`config.mk`:
```
export PLATFORM = sky130hd
export DESIGN_NAME = wallace_mult_pipe
export DESIGN_NICKNAME = d
export VERILOG_FILES = /design/src/rtl/wallace_pkg.sv /design/src/rtl/csa_layer.sv /design/src/rtl/wallace_mult_pipe.sv
export SDC_FILE = /design/constraint.sdc
export NUM_CORES = 1
export LEC_CHECK = 0
export CAP_MARGIN = 30
export CORE_AREA = 2 2 179 269
export DETAILED_ROUTE_END_ITERATION = 10
export DIE_AREA = 0 0 181 271
export RECOVER_POWER = 25
export SLEW_MARGIN = 10
export SYNTH_ARGS = -nofsm -noshare
export SYNTH_HDL_FRONTEND = slang
export SYNTH_SLANG_ARGS = --single-unit
```
`constraint.sdc`:
```
create_clock -name clk -period 5.3 [get_ports clk]
set_input_delay 0.795 -clock clk [delete_from_list [all_inputs] [get_ports clk]]
set_output_delay 0.795 -clock clk [all_outputs]
set_load 0.01 [all_outputs]
```
`src/rtl/wallace_pkg.sv`:
```
// Shared helpers for the Wallace-tree multiplier: row-height bookkeeping for the
// carry-save reduction tree and the Baugh-Wooley correction constant.
package wallace_pkg;

  typedef enum logic {
    MODE_UNSIGNED = 1'b0,
    MODE_SIGNED   = 1'b1
  } mode_e;

  function automatic int unsigned clog2(input int unsigned v);
    int unsigned r;
    r = 0;
    for (int unsigned i = 0; i < 32; i++) begin
      if ((64'd1 << i) < 64'(v)) r = i + 1;
    end
    return r;
  endfunction

  // Row count after k layers of 3:2 compression (leftover rows pass through).
  function automatic int unsigned rows_after(input int unsigned h0, input int unsigned k);
    int unsigned h;
    h = h0;
    for (int unsigned i = 0; i < k; i++) begin
      if (h > 2) h = 2 * (h / 3) + h % 3;
    end
    return h;
  endfunction

  function automatic int unsigned layers_to(input int unsigned h0, input int unsigned target);
    int unsigned h;
    int unsigned n;
    h = h0;
    n = 0;
    for (int unsigned i = 0; i < 64; i++) begin
      if (h > target) begin
        h = 2 * (h / 3) + h % 3;
        n++;
      end
    end
    return n;
  endfunction

  function automatic logic [63:0] bw_const(input int unsigned width);
    return (64'd1 << width) | (64'd1 << (2 * width - 1));
  endfunction

endpackage

```
`src/rtl/csa_layer.sv`:
```
// One carry-save reduction layer: every group of three rows becomes a sum row and
// a left-shifted carry row; up to two leftover rows pass straight through.
module csa_layer #(
  parameter int ROWS = 3,
  parameter int COLS = 8
) (
  input  logic [ROWS*COLS-1:0]                   in_rows,
  output logic [(2*(ROWS/3)+ROWS%3)*COLS-1:0]    out_rows
);

  localparam int GROUPS = ROWS / 3;
  localparam int REM    = ROWS % 3;

  for (genvar g = 0; g < GROUPS; g++) begin : g_fa
    logic [COLS-1:0] a, b, c;
    logic [COLS-2:0] maj;
    assign a   = in_rows[(3*g)*COLS   +: COLS];
    assign b   = in_rows[(3*g+1)*COLS +: COLS];
    assign c   = in_rows[(3*g+2)*COLS +: COLS];
    // Carry out of the top column falls outside the 2*WIDTH result and is dropped.
    assign maj = (a[COLS-2:0] & b[COLS-2:0]) | (a[COLS-2:0] & c[COLS-2:0]) |
                 (b[COLS-2:0] & c[COLS-2:0]);
    assign out_rows[(2*g)*COLS   +: COLS] = a ^ b ^ c;
    assign out_rows[(2*g+1)*COLS +: COLS] = {maj, 1'b0};
  end

  for (genvar r = 0; r < REM; r++) begin : g_pass
    assign out_rows[(2*GROUPS+r)*COLS +: COLS] = in_rows[(3*GROUPS+r)*COLS +: COLS];
  end

endmodule

```
`src/rtl/wallace_mult_pipe.sv`:
```
// Three-stage stallable Wallace-tree multiplier: S1 partial products + early
// reduction, S2 reduction to two rows, S3 carry-propagate add into the output.
module wallace_mult_pipe
  import wallace_pkg::*;
#(
  parameter int WIDTH = 16,
  parameter int TAG_W = 4
) (
  input  logic               clk,
  input  logic               rst_n,
  input  logic               in_valid,
  output logic               in_ready,
  input  logic [WIDTH-1:0]   in_a,
  input  logic [WIDTH-1:0]   in_b,
  input  logic               in_signed,
  input  logic [TAG_W-1:0]   in_tag,
  output logic               out_valid,
  input  logic               out_ready,
  output logic [2*WIDTH-1:0] out_product,
  output logic [TAG_W-1:0]   out_tag
);

  localparam int unsigned COLS  = 2 * WIDTH;
  localparam int unsigned H0    = WIDTH + 1;
  localparam int unsigned H1_T  = (WIDTH + 1) / 2 + 1;
  localparam int unsigned L1    = layers_to(H0, H1_T);
  localparam int unsigned H1    = rows_after(H0, L1);
  localparam int unsigned L2    = layers_to(H1, 2);
  localparam logic [63:0] BW_ALL = bw_const(WIDTH);

  mode_e mode;
  logic  v1, v2, v3;
  logic  adv1, adv2, adv3;
  logic  [H0*COLS-1:0] pp_flat;
  logic  [H1*COLS-1:0] s1_rows;
  logic  [TAG_W-1:0]   s1_tag, s2_tag;
  logic  [COLS-1:0]    s2_sum, s2_carry;

  assign mode      = mode_e'(in_signed);
  assign adv3      = !v3 || out_ready;
  assign adv2      = !v2 || adv3;
  assign adv1      = !v1 || adv2;
  assign in_ready  = adv1;
  assign out_valid = v3;

  // Baugh-Wooley: invert the MSB row/column terms except the MSB*MSB corner,
  // and add the correction constant as an extra row.
  always_comb begin
    pp_flat = '0;
    for (int unsigned i = 0; i < WIDTH; i++) begin
      for (int unsigned j = 0; j < WIDTH; j++) begin
        pp_flat[i*COLS + i + j] = (in_a[j] & in_b[i]) ^
          ((mode == MODE_SIGNED) && ((i == WIDTH - 1) != (j == WIDTH - 1)));
      end
    end
    pp_flat[WIDTH*COLS +: COLS] = (mode == MODE_SIGNED) ? BW_ALL[COLS-1:0] : '0;
  end

  for (genvar k = 0; k < L1; k++) begin : g_l1
    localparam int unsigned HI = rows_after(H0, k);
    localparam int unsigned HO = rows_after(H0, k + 1);
    logic [HI*COLS-1:0] li;
    logic [HO*COLS-1:0] lo;
    if (k == 0) begin : g_src
      assign li = pp_flat;
    end else begin : g_src
      assign li = g_l1[k-1].lo;
    end
    csa_layer #(.ROWS(HI), .COLS(COLS)) u_csa (.in_rows(li), .out_rows(lo));
  end

  for (genvar k = 0; k < L2; k++) begin : g_l2
    localparam int unsigned HI = rows_after(H1, k);
    localparam int unsigned HO = rows_after(H1, k + 1);
    logic [HI*COLS-1:0] li;
    logic [HO*COLS-1:0] lo;
    if (k == 0) begin : g_src
      assign li = s1_rows;
    end else begin : g_src
      assign li = g_l2[k-1].lo;
    end
    csa_layer #(.ROWS(HI), .COLS(COLS)) u_csa (.in_rows(li), .out_rows(lo));
  end

  always_ff @(posedge clk or negedge rst_n) begin
    if (!rst_n) begin
      v1          <= 1'b0;
      v2          <= 1'b0;
      v3          <= 1'b0;
      out_product <= '0;
      out_tag     <= '0;
    end else begin
      if (adv1) v1 <= in_valid;
      if (adv2) v2 <= v1;
      if (adv3) v3 <= v2;
      if (adv3 && v2) begin
        out_product <= s2_sum + s2_carry;
        out_tag     <= s2_tag;
      end
    end
  end

  always_ff @(posedge clk) begin
    if (in_valid && in_ready) begin
      s1_rows <= g_l1[L1-1].lo;
      s1_tag  <= in_tag;
    end
    if (adv2 && v1) begin
      s2_sum   <= g_l2[L2-1].lo[0 +: COLS];
      s2_carry <= g_l2[L2-1].lo[COLS +: COLS];
      s2_tag   <= s1_tag;
    end
  end

endmodule

```
==> impl_metrics.json <==
{
  "drtAntennaViolNets": 0,
  "dp_cells": 1901,
  "final-hold-violation-count": 0,
  "fin_cells": 1947,
  "vias": 9112,
  "avgSynthCellArea_um2": 12.74,
  "antenna_cells": 0,
  "dieHeight_um": 271,
  "cts_buffer_depth": 3,
  "powerDensity_mw_per_mm2": 442.6,
  "wirelength_um": 31680,
  "synth_edf_count": 209,
  "grt_pass1_wl_um": 52600,
  "row_count": 97,
  "start_util_pct": 34.89,
  "rsz0062_at_grt": "no",
  "syn_inst": 1276,
  "grt_max_degree": 102,
  "synth_nets": 1610,
  "wl_per_cell_um": 16.27,
  "io_buffer_count": 78,
  "fin_crit_sh_pct": 63.16,
  "cts-root-buf": "clkbuf_16",
  "drt_pass1_iterations": 4,
  "syn_area_mm2": 0.01626,
  "gp_congestion": 0.8339,
  "synth_warnings": 0,
  "htreeDepth": 1,
  "worstSetupStartpointType": "input pin",
  "layout-drive-gt1-share_pct": 3.843,
  "status": "complete, but fails checks",
  "ir_worst_vdd_v": 0.0002350,
  "hold_buffers": 0,
  "power.switching_mw": 2.851,
  "dp_worst_setup_slack_ps": 1855,
  "min_path_type": "in2async",
  "fin_crit_ps": 3348,
  "clkSinkCount": 248,
  "seq_power_share_pct": 36.9,
  "area_growth_syn_to_layout_pct": 13.11,
  "ys_async_sr_fraction_pct": 15.73,
  "ioPinCount": 79,
  "synth_ff_type": "edfxtp_1",
  "grt_overflow": 0,
  "die_area_mm2": 0.04905,
  "finClkSkew_ps": 26.27,
  "grt_pass1_vias": 9837,
  "cts-buffers-inserted": 25,
  "finalSetupViolCount": 0,
  "fin_setup_tns_ps": 0,
  "worst-setup-path-type": "in2reg",
  "cp-end-kind": "flip-flop",
  "power_frac_comb_pct": 42.3,
  "post_cts_resize_count": 0,
  "switching_share_pct": 35.02,
  "remaining_drc_errors": 0,
  "fp.coreArea_mm2": 0.04660,
  "clk_pin_slew_ps": 60,
  "clock_latency_ps": 540,
  "ys_seq_elements": 248,
  "worst_pin_slew_ps": 1887,
  "required_ps": 5570,
  "slew_headroom_pct": -25.80,
  "cts_setup_buffers": 0,
  "layout_setup_ws_ps": 1952,
  "final.fill_count": 4441,
  "power.clock.fraction_pct": 20.8,
  "slew_violations": 68,
  "crit_arrival_ps": 3620,
  "leakagePower_nw": 7.740,
  "synth_cell_types": 50,
  "cap_violations": 2,
  "cts_tree": "yes",
  "fmax_ghz": 0.2987,
  "die_w_um": 181,
  "grt_antenna_before_repair": 0,
  "whs_ps": 66.65,
  "via_per_inst": 4.680,
  "internal_power_mw": 5.289,
  "seq_area_frac_synth_pct": 44.61,
  "grt_usage_pct": 13.38,
  "drt_iter0_drc": 355,
  "violations": "capacitance limit, slew limit",
  "hpwl_um": 24440,
  "nets": 1669,
  "worst-path-max-fanout": 18
}
synthesized netlist by cell type, types with 5 or more instances:
master | number | area share (%)
xnor2_1 | 39 | 2.1
nand3_1 | 8 | 0.25
nor2_1 | 11 | 0.25
inv_1 | 153 | 3.5
dfrtp_1 | 39 | 6.0
ha_1 | 93 | 7.2
nand2b_1 | 5 | 0.19
a21o_1 | 9 | 0.42
o21ai_0 | 25 | 0.77
nand4_1 | 6 | 0.23
nor3_1 | 8 | 0.25
and2_1 | 184 | 7.1
edfxtp_1 | 209 | 39
a21oi_1 | 19 | 0.58
o211ai_1 | 6 | 0.28
xor2_1 | 11 | 0.59
a211oi_1 | 6 | 0.28
clkbuf_1 | 43 | 0.99
fa_1 | 200 | 25
nand2_1 | 156 | 3.6
cell families after synthesis:
| kind of cell | after synthesis | synth area share [%] |
|---|---|---|
| compound gates | 95 | 3.871 |
| xor+xnor | 50 | 2.694 |
| fa+ha+maj | 293 | 31.78 |
| buf+inv | 204 | 4.779 |
| flops | 248 | 44.61 |
| simple gates | 386 | 12.27 |
path summary, 6_finish.rpt:
check | from | to | slack, ps | cells past startpoint
worst min register to register | s1_tag[3] | s2_tag[3] | 420 | 0
min in group clk | s1_tag[3] | s2_tag[3] | 420 | 0
worst max register to register | out_valid | s2_sum[3] | 2440 | 4
worst min-delay path | rst_n | out_tag[1] | 70 | 1
worst max-delay path | in_signed | g_l2[0].li[153] | 1950 | 5
max in group asynchronous | rst_n | out_product[1] | 3180 | 2
metrics by stage:
step	instance area, µm²	util [%]	power (mW)
final	18390	39.46	8.140
after global routing	18390	39.46	8.874
after CTS	18390	39.47	8.284
after detailed placement	17620	37.80	6.549
after global placement	17620	37.80	6.449
after floorplan	16260	-	5.487
worst max-delay path, stage by stage:
cell,delay [ps]
clkbuf_1,800
clkbuf_1,1070
xnor2_1,170
ha_1,340
fa_1,430
routing by layer:
metal  vias up  part of all wire, %  GRT usage, %
li1       4254                    -             -
met1      4633                   44         17.38
met2       179                   49         23.29
met3        46                  3.9         1.777
met4         0                  2.4         4.086
met5         -                    0             0
power by group through the flow:
stage                     sequential, mW  combinational, mW  clock [mW]
after floorplan                     3.07               2.42           0
after global placement              3.03               3.42           0
after detailed placement            3.05               3.50           0
after CTS                           3.01               3.52        1.76
after global routing                3.06               4.00        1.81
final                               3.00               3.45        1.69
registers in the layout, indices dropped and copies added, names as in the netlist, 4 cells and up:
name         cells
s1_tag           4
out_product     32
s2_carry        25
out_tag          4
s2_sum          32
g_l2.li        144
s2_tag           4
cells in the final DEF (no fill, tap or decap), drive strengths merged, types with 20 or more instances in the layout:
cell type / netlist / routed
clkbuf: 44 / 36
xnor2: 39 / 39
o21ai: 29 / 29
clkdlybuf4s50: 0 / 65
ha: 93 / 93
dfrtp: 39 / 39
fa: 200 / 200
nand2: 157 / 157
edfxtp: 209 / 209
and2: 184 / 184
a21oi: 20 / 20
inv: 153 / 156
area by class of cell:
| type | instances | area [µm²] | share of cell area, % |
|---|---|---|---|
| clock buffers | 32 | 651.9 | 3.545 |
| well taps | 594 | 743.2 | 4.041 |
| inverters | 153 | 574.3 | 3.123 |
| repair buffers | 83 | 810.8 | 4.409 |
| flip-flops and latches | 248 | 7252 | 39.43 |
| multi-input cells | 824 | 8234 | 44.77 |
| clock inverters | 13 | 123.9 | 0.6736 |
No activity file was read; power rests on OpenSTA's default activity.
